===== config.mk =====
export PLATFORM = sky130hd
export DESIGN_NAME = clock_time_ctrl_flat
export DESIGN_NICKNAME = d
export VERILOG_FILES = /design/src/rtl/clock_time_ctrl_if.sv /design/src/rtl/clock_time_ctrl.sv /design/src/flat_wrapper.sv
export SDC_FILE = /design/constraint.sdc
export NUM_CORES = 1
export LEC_CHECK = 0
export BUFFER_PORTS_ARGS = -buffer_cell sky130_fd_sc_hd__buf_2
export CORE_ASPECT_RATIO = 0.7
export CORE_UTILIZATION = 55
export DETAILED_ROUTE_END_ITERATION = 8
export MAX_ROUTING_LAYER = met4
export PLACE_DENSITY_LB_ADDON = 0.15
export RECOVER_POWER = 100
export SYNTH_ARGS = -nofsm -noshare
export SYNTH_HDL_FRONTEND = slang
export SYNTH_SLANG_ARGS = --single-unit

===== constraint.sdc =====
create_clock -name clk -period 3.7 [get_ports clk]
set_clock_uncertainty 0.2 [all_clocks]
set_input_delay 0.37 -clock clk [delete_from_list [all_inputs] [get_ports clk]]
set_output_delay 0.37 -clock clk [all_outputs]
set_load 0.005 [all_outputs]

===== src/rtl/clock_time_ctrl_if.sv =====
// Button/tick inputs and BCD time/mode outputs of clock_time_ctrl.
// With CLOCK_ALARM_EN defined, mode widens to 3 bits and alarm_on/alarm are added.
interface clock_time_ctrl_if;
`ifdef CLOCK_ALARM_EN
   localparam int MODE_W = 3;
`else
   localparam int MODE_W = 2;
`endif

   logic              tick_1hz;
   logic              btn_mode;
   logic              btn_inc;
   logic [7:0]        hour;
   logic [7:0]        minute;
   logic [7:0]        second;
   logic [MODE_W-1:0] mode;
   logic              blink;
   logic              day_carry;
`ifdef CLOCK_ALARM_EN
   logic              alarm_on;
   logic              alarm;
`endif

   modport master (
      output tick_1hz, btn_mode, btn_inc,
`ifdef CLOCK_ALARM_EN
      output alarm_on,
      input  alarm,
`endif
      input  hour, minute, second, mode, blink, day_carry
   );

   modport slave (
      input  tick_1hz, btn_mode, btn_inc,
`ifdef CLOCK_ALARM_EN
      input  alarm_on,
      output alarm,
`endif
      output hour, minute, second, mode, blink, day_carry
   );
endinterface


===== src/rtl/clock_time_ctrl.sv =====
// Digital-clock sequencer: BCD hour/minute/second registers plus the run/set mode FSM.
// Optional alarm (CLOCK_ALARM_EN) adds alarm registers and two extra set states.
//
// state     | meaning
// RUN       | time advances on tick_1hz, btn_inc ignored
// SET_HOUR  | btn_inc steps hour, tick toggles blink
// SET_MIN   | btn_inc steps minute, tick toggles blink; leaving clears second
// SET_ALM_H | (alarm build) btn_inc steps alm_hour
// SET_ALM_M | (alarm build) btn_inc steps alm_min
module clock_time_ctrl #(
   parameter logic [7:0] HOUR_MAX = 8'h23,
   parameter logic [7:0] MIN_MAX  = 8'h59
) (
   input logic               clk,
   input logic               reset,
   clock_time_ctrl_if.slave  bus
);
`ifdef CLOCK_ALARM_EN
   localparam logic [2:0] RUN       = 3'd0;
   localparam logic [2:0] SET_HOUR  = 3'd1;
   localparam logic [2:0] SET_MIN   = 3'd2;
   localparam logic [2:0] SET_ALM_H = 3'd3;
   localparam logic [2:0] SET_ALM_M = 3'd4;
   localparam int         MODE_W    = 3;
`else
   localparam logic [1:0] RUN       = 2'd0;
   localparam logic [1:0] SET_HOUR  = 2'd1;
   localparam logic [1:0] SET_MIN   = 2'd2;
   localparam int         MODE_W    = 2;
`endif

   logic [7:0]        hour_q, minute_q, second_q;
   logic [7:0]        hour_n, minute_n, second_n;
   logic [MODE_W-1:0] mode_q, mode_n;
   logic              blink_q, blink_n;
   logic              carry_q, carry_n;
`ifdef CLOCK_ALARM_EN
   logic [7:0]        alm_hour_q, alm_min_q, alm_hour_n, alm_min_n;
   logic              alarm_q, alarm_n;
`endif

   // Wrap at max_v, otherwise carry units 9 into tens so digits stay 0-9.
   function automatic logic [7:0] bcd_inc(input logic [7:0] v, input logic [7:0] max_v);
      if (v == max_v)
         return 8'h00;
      else if (v[3:0] == 4'h9)
         return {v[7:4] + 4'h1, 4'h0};
      else
         return {v[7:4], v[3:0] + 4'h1};
   endfunction

   always_comb begin
      hour_n   = hour_q;
      minute_n = minute_q;
      second_n = second_q;
      mode_n   = mode_q;
      blink_n  = blink_q;
      carry_n  = 1'b0;
`ifdef CLOCK_ALARM_EN
      alm_hour_n = alm_hour_q;
      alm_min_n  = alm_min_q;
`endif
      case (mode_q)
         RUN: begin
            blink_n = 1'b0;
            if (bus.tick_1hz) begin
               second_n = bcd_inc(second_q, MIN_MAX);
               if (second_q == MIN_MAX) begin
                  minute_n = bcd_inc(minute_q, MIN_MAX);
                  if (minute_q == MIN_MAX) begin
                     hour_n  = bcd_inc(hour_q, HOUR_MAX);
                     carry_n = (hour_q == HOUR_MAX);
                  end
               end
            end
            if (bus.btn_mode)
               mode_n = SET_HOUR;
         end
         SET_HOUR: begin
            if (bus.btn_mode) begin
               mode_n  = SET_MIN;
               blink_n = 1'b0;
            end else begin
               if (bus.tick_1hz) blink_n = ~blink_q;
               if (bus.btn_inc)  hour_n  = bcd_inc(hour_q, HOUR_MAX);
            end
         end
         SET_MIN: begin
            if (bus.btn_mode) begin
`ifdef CLOCK_ALARM_EN
               mode_n   = SET_ALM_H;
`else
               mode_n   = RUN;
`endif
               second_n = 8'h00;
               blink_n  = 1'b0;
            end else begin
               if (bus.tick_1hz) blink_n  = ~blink_q;
               if (bus.btn_inc)  minute_n = bcd_inc(minute_q, MIN_MAX);
            end
         end
`ifdef CLOCK_ALARM_EN
         SET_ALM_H: begin
            if (bus.btn_mode) begin
               mode_n  = SET_ALM_M;
               blink_n = 1'b0;
            end else begin
               if (bus.tick_1hz) blink_n    = ~blink_q;
               if (bus.btn_inc)  alm_hour_n = bcd_inc(alm_hour_q, HOUR_MAX);
            end
         end
         SET_ALM_M: begin
            if (bus.btn_mode) begin
               mode_n  = RUN;
               blink_n = 1'b0;
            end else begin
               if (bus.tick_1hz) blink_n   = ~blink_q;
               if (bus.btn_inc)  alm_min_n = bcd_inc(alm_min_q, MIN_MAX);
            end
         end
`endif
         default: begin
            mode_n  = RUN;
            blink_n = 1'b0;
         end
      endcase
   end

`ifdef CLOCK_ALARM_EN
   // The matching tick itself changes the minute, so the match outranks the minute-change clear.
   always_comb begin
      alarm_n = alarm_q;
      if (!bus.alarm_on)
         alarm_n = 1'b0;
      else if (mode_q == RUN && bus.btn_inc)
         alarm_n = 1'b0;
      else if (mode_q == RUN && bus.tick_1hz && hour_n == alm_hour_q &&
               minute_n == alm_min_q && second_n == 8'h00)
         alarm_n = 1'b1;
      else if (minute_n != minute_q)
         alarm_n = 1'b0;
   end
`endif

   always_ff @(posedge clk) begin
      if (!reset) begin
         hour_q   <= 8'h00;
         minute_q <= 8'h00;
         second_q <= 8'h00;
         mode_q   <= RUN;
         blink_q  <= 1'b0;
         carry_q  <= 1'b0;
`ifdef CLOCK_ALARM_EN
         alm_hour_q <= 8'h00;
         alm_min_q  <= 8'h00;
         alarm_q    <= 1'b0;
`endif
      end else begin
         hour_q   <= hour_n;
         minute_q <= minute_n;
         second_q <= second_n;
         mode_q   <= mode_n;
         blink_q  <= blink_n;
         carry_q  <= carry_n;
`ifdef CLOCK_ALARM_EN
         alm_hour_q <= alm_hour_n;
         alm_min_q  <= alm_min_n;
         alarm_q    <= alarm_n;
`endif
      end
   end

   assign bus.hour      = hour_q;
   assign bus.minute    = minute_q;
   assign bus.second    = second_q;
   assign bus.mode      = mode_q;
   assign bus.blink     = blink_q;
   assign bus.day_carry = carry_q;
`ifdef CLOCK_ALARM_EN
   assign bus.alarm     = alarm_q;
`endif
endmodule

===== src/flat_wrapper.sv =====
// flat-port wrapper written by rule: the top's interface ports become plain ports
module clock_time_ctrl_flat 
#(
   parameter logic [7:0] HOUR_MAX = 8'h23,
   parameter logic [7:0] MIN_MAX  = 8'h59
)
  (clk, reset, bus_tick_1hz, bus_btn_mode, bus_btn_inc, bus_hour, bus_minute, bus_second, bus_mode, bus_blink, bus_day_carry);
  clock_time_ctrl_if bus_i ();
  input logic clk;
  input logic reset;
  input wire logic [$bits(bus_i.tick_1hz)-1:0] bus_tick_1hz;
  input wire logic [$bits(bus_i.btn_mode)-1:0] bus_btn_mode;
  input wire logic [$bits(bus_i.btn_inc)-1:0] bus_btn_inc;
  output wire logic [$bits(bus_i.hour)-1:0] bus_hour;
  output wire logic [$bits(bus_i.minute)-1:0] bus_minute;
  output wire logic [$bits(bus_i.second)-1:0] bus_second;
  output wire logic [$bits(bus_i.mode)-1:0] bus_mode;
  output wire logic [$bits(bus_i.blink)-1:0] bus_blink;
  output wire logic [$bits(bus_i.day_carry)-1:0] bus_day_carry;
  assign bus_i.tick_1hz = bus_tick_1hz;
  assign bus_i.btn_mode = bus_btn_mode;
  assign bus_i.btn_inc = bus_btn_inc;
  assign bus_hour = bus_i.hour;
  assign bus_minute = bus_i.minute;
  assign bus_second = bus_i.second;
  assign bus_mode = bus_i.mode;
  assign bus_blink = bus_i.blink;
  assign bus_day_carry = bus_i.day_carry;
  clock_time_ctrl #(.HOUR_MAX(HOUR_MAX), .MIN_MAX(MIN_MAX)) u_core (.clk(clk), .reset(reset), .bus(bus_i));
endmodule

==> results.md <==
* Worst Setup End Kind: register
* Post-synthesis mux area share at 3.894%
* Core Box Area at 0.002863 mm^2
* Worst-path clk slew at 0.10 ns
* Pin count of the biggest net entering global routing at 19
* Post-Synth Adder-Cell Area at 11.02%
* Reg power frac at 50.8%
* Setup CP Type: reg2reg
* Switch share at 29.73%
* Worst r2r dst: u_core.bus.hour[2]
* WP data arrival at 2.57 ns
* H-Tree Depth at 1
* P_leak at 0.0007889 uW
* Syn Inst Count at 191
* Peak VDD IR at 0.3265 mV
* Status: finished, final reports clean
* Slew headroom at 36.03%
* Setup crit start kind: register
* Nets at 242
* Worst-skew pair later-pin latency at 0.29 ns
* Starting DRT DRC Count at 91
* Root buf cell: clkbuf_8
* FF+latch count, synth at 28
* Worst setup path end: u_core.bus.hour[2]
* DRC viols at 0
* Power share of the clock group at 31.4%
* Final period demand of the worst path at 2.567 ns
* Ys Warns at 0
* Cell area power density at 336.7 mW/mm^2
* Setup-failing EPs final at 0
* TritonCTS buffer count at 3
* Count of final max-slew check failures at 0
* Critical path launch point: u_core.bus.second[4]
* Pint at 447.7 uW
* RSZ-0062 raised after global routing: false
* Seq/Total Area, Yosys at 32.92%
* Simple logic cell fraction of the synthesized area at 24.32%
* Routed via count at 1,559
* Hold slack at 0.1201 ns
* Cts repair resizes at 0
* Post-synth net total at 211
* Flop2flop setup slack at 1.13 ns
* Final Wtd Congestion at 0.8504
* Rows at 16
* Max Clk Rate at 389.5 MHz
* Setup TNS at 0 ns
* Asr flop ratio synth at 0%
* Initial antenna violation count at 0
* Die Wd at 68.51 um
* Buffers added on ports at 32
* Synth Area in Compound Gates at 21.90%
* Vias/cell at 6.066
* Hold_buf cts at 0
* Number of global-route vias before repair at 1,401
* Worst reg2reg path depth at 5
* Comb power frac at 17.8%
* Starting Density at 59.48%
* Switching power at 189.4 uW
* Wire per inst at 14.90 um
* MaxCap Viol Count at 0
* Crit Path Max Fanout at 5
* Worst slew pin tran at 0.9472 ns
* Most used DFF post-synth: dfxtp_1
* Die height at 48.56 um
* Post-DP HPWL at 2794 um
* GRT overflow at 0
* Max clock buf depth at 2
* Diodes inserted at 0
* Post-Synth XOR/XNOR Area at 0.5143%
* Average cell area after synthesis at 8.916 um^2
* Worst R2R Start: u_core.bus.second[4]
* CTS tree: done
* Final hold viol count at 0
* Final wirelength at 3830 um
* Post-CTS Setup Bufs at 0
* Post-synth cell types at 55
* First-pass GRT wire length at 6451 um
* Post-DP Area at 0.001876 mm^2
* Area Growth Syn to Fin at 11.09%
* Post-Syn Area at 0.001703 mm^2
* Share of cells above drive strength 1 at 14.03%
* Final std cell area, no fill at 0.001892 mm^2
* Post-synth EDFFs at 0
* Clk sinks at 28
* Hold WC Path Type: in2reg
* DR pass1 iterations at 4
* I/O Pins at 33
* All-Layer GR Usage at 26.29%
* Die Area at 0.003326 mm^2
* Main combinational cell family by area after synthesis: simple AND/OR/NAND/NOR gates
* Antenna viol nets, final at 0
* Fill count at 272
* Crit path required time at 3.70 ns
* Crit share post-route at 69.39%
logic make-up after synthesis:
| kind of cell | after synthesis |
|---|---|
| adders and majority gates | 15 |
| and+or+nand+nor | 67 |
| xor gates and xnor gates | 1 |
| DFF | 28 |
| buffers and inverters | 22 |
| AOI/OAI and AO/OA | 52 |
| muxes | 6 |
registers in the layout (all words and copies together) (netlist names):
name / flops
u_core.bus.second: 8
u_core.bus.mode: 2
u_core.bus.blink: 1
u_core.bus.day_carry: 1
u_core.bus.minute: 8
u_core.bus.hour: 8
final cells by class:
cell class	instances	area [um^2]	share of cell area [%]
Tap cell	36	45.04	2.381
Sequential cell	28	560.5	29.63
Timing Repair Buffer	32	147.6	7.804
Multi-Input combinational cell	141	1023	54.10
Clock buffer	4	55.05	2.910
Inverter	16	60.06	3.175
power by group through the flow:
stage	sequential [uW]	combinational, uW	clock, uW
2_1_floorplan	329	86.0	0
3_3_place_gp	329	113	0
3_5_place_dp	330	115	0
4_1_cts	323	116	202
5_1_grt	326	126	214
6_report	323	113	200
per-stage QoR:
| step | util [%] | instances | setup WS (ns) | total power (uW) |
|---|---|---|---|---|
| floorplan | - | 191 | 1.519 | 415.0 |
| global placement | 65.52 | 253 | 1.436 | 442.1 |
| finish | 66.08 | 257 | 1.133 | 637.0 |
| global route | 66.08 | 257 | 0.9782 | 665.3 |
| CTS | 67.44 | 257 | 1.333 | 641.0 |
| detailed placement | 65.52 | 253 | 1.364 | 445.4 |
per-layer routing:
layer / vias to the layer above / wire length [um] / track usage [%]
li1: 779 / - / -
met1: 726 / 1962 / 37.13
met2: 49 / 1607 / 37.25
met3: 5 / 223 / 6.604
met4: 0 / 36 / 6.250
met5: - / 0 / -
worst max-delay path, cell delays in order, from the launching register on:
cell	delay, ns
dfxtp_1	0.44
ha_1	0.21
nand4b_1	0.20
o41ai_1	0.92
nand3_1	0.20
a221oi_1	0.31
worst min path at each step:
stage,start,end,slack [ns],cells after the start
after global routing,bus_btn_mode,u_core.bus.blink,0.12,2
after CTS,bus_btn_mode,u_core.bus.blink,0.12,2
final,bus_btn_mode,u_core.bus.blink,0.12,2
after global placement,u_core.bus.minute[7],u_core.bus.minute[7],0.29,2
after detailed placement,u_core.bus.minute[7],u_core.bus.minute[7],0.30,2
after floorplan,bus_btn_mode,u_core.bus.blink,0.25,1
cell usage after synthesis, types with 2 or more instances:
cell type  instances  area share, %
dfxtp_1           28             33
inv_1             16            3.5
ha_1              15             11
nand3_1           11            3.2
o21ai_0           11            3.2
nand2_1            9            2.0
nor2_1             9            2.0
a21oi_1            8            2.4
or4_1              6            2.6
nor3_1             5            1.5
nor4_1             5            1.8
a41oi_1            3            1.5
and3b_1            3            1.5
clkbuf_1           3           0.66
mux2i_1            3            1.8
nand3b_1           3            1.3
o21a_1             3            1.3
o22ai_1            3            1.1
a21o_1             2           0.88
a31oi_1            2           0.73
and2_1             2           0.73
buf_2              2           0.59
mux2_2             2            1.3
nand4_1            2           0.73
o21bai_1           2           0.88
o221ai_1           2            1.0
o31ai_1            2           0.88
o41ai_1            2            1.0
cell usage in the layout, fill, tap and decap left out, types with 7 or more instances in the layout:
cell / n
nor2_1: 9
o21ai_0: 11
buf_2: 22
inv_1: 16
nand2_1: 9
dfxtp_1: 28
ha_1: 15
nand3_1: 11
clkbuf_1: 10
a21oi_1: 8
or4_1: 7
(Power assumes the default switching activity.)
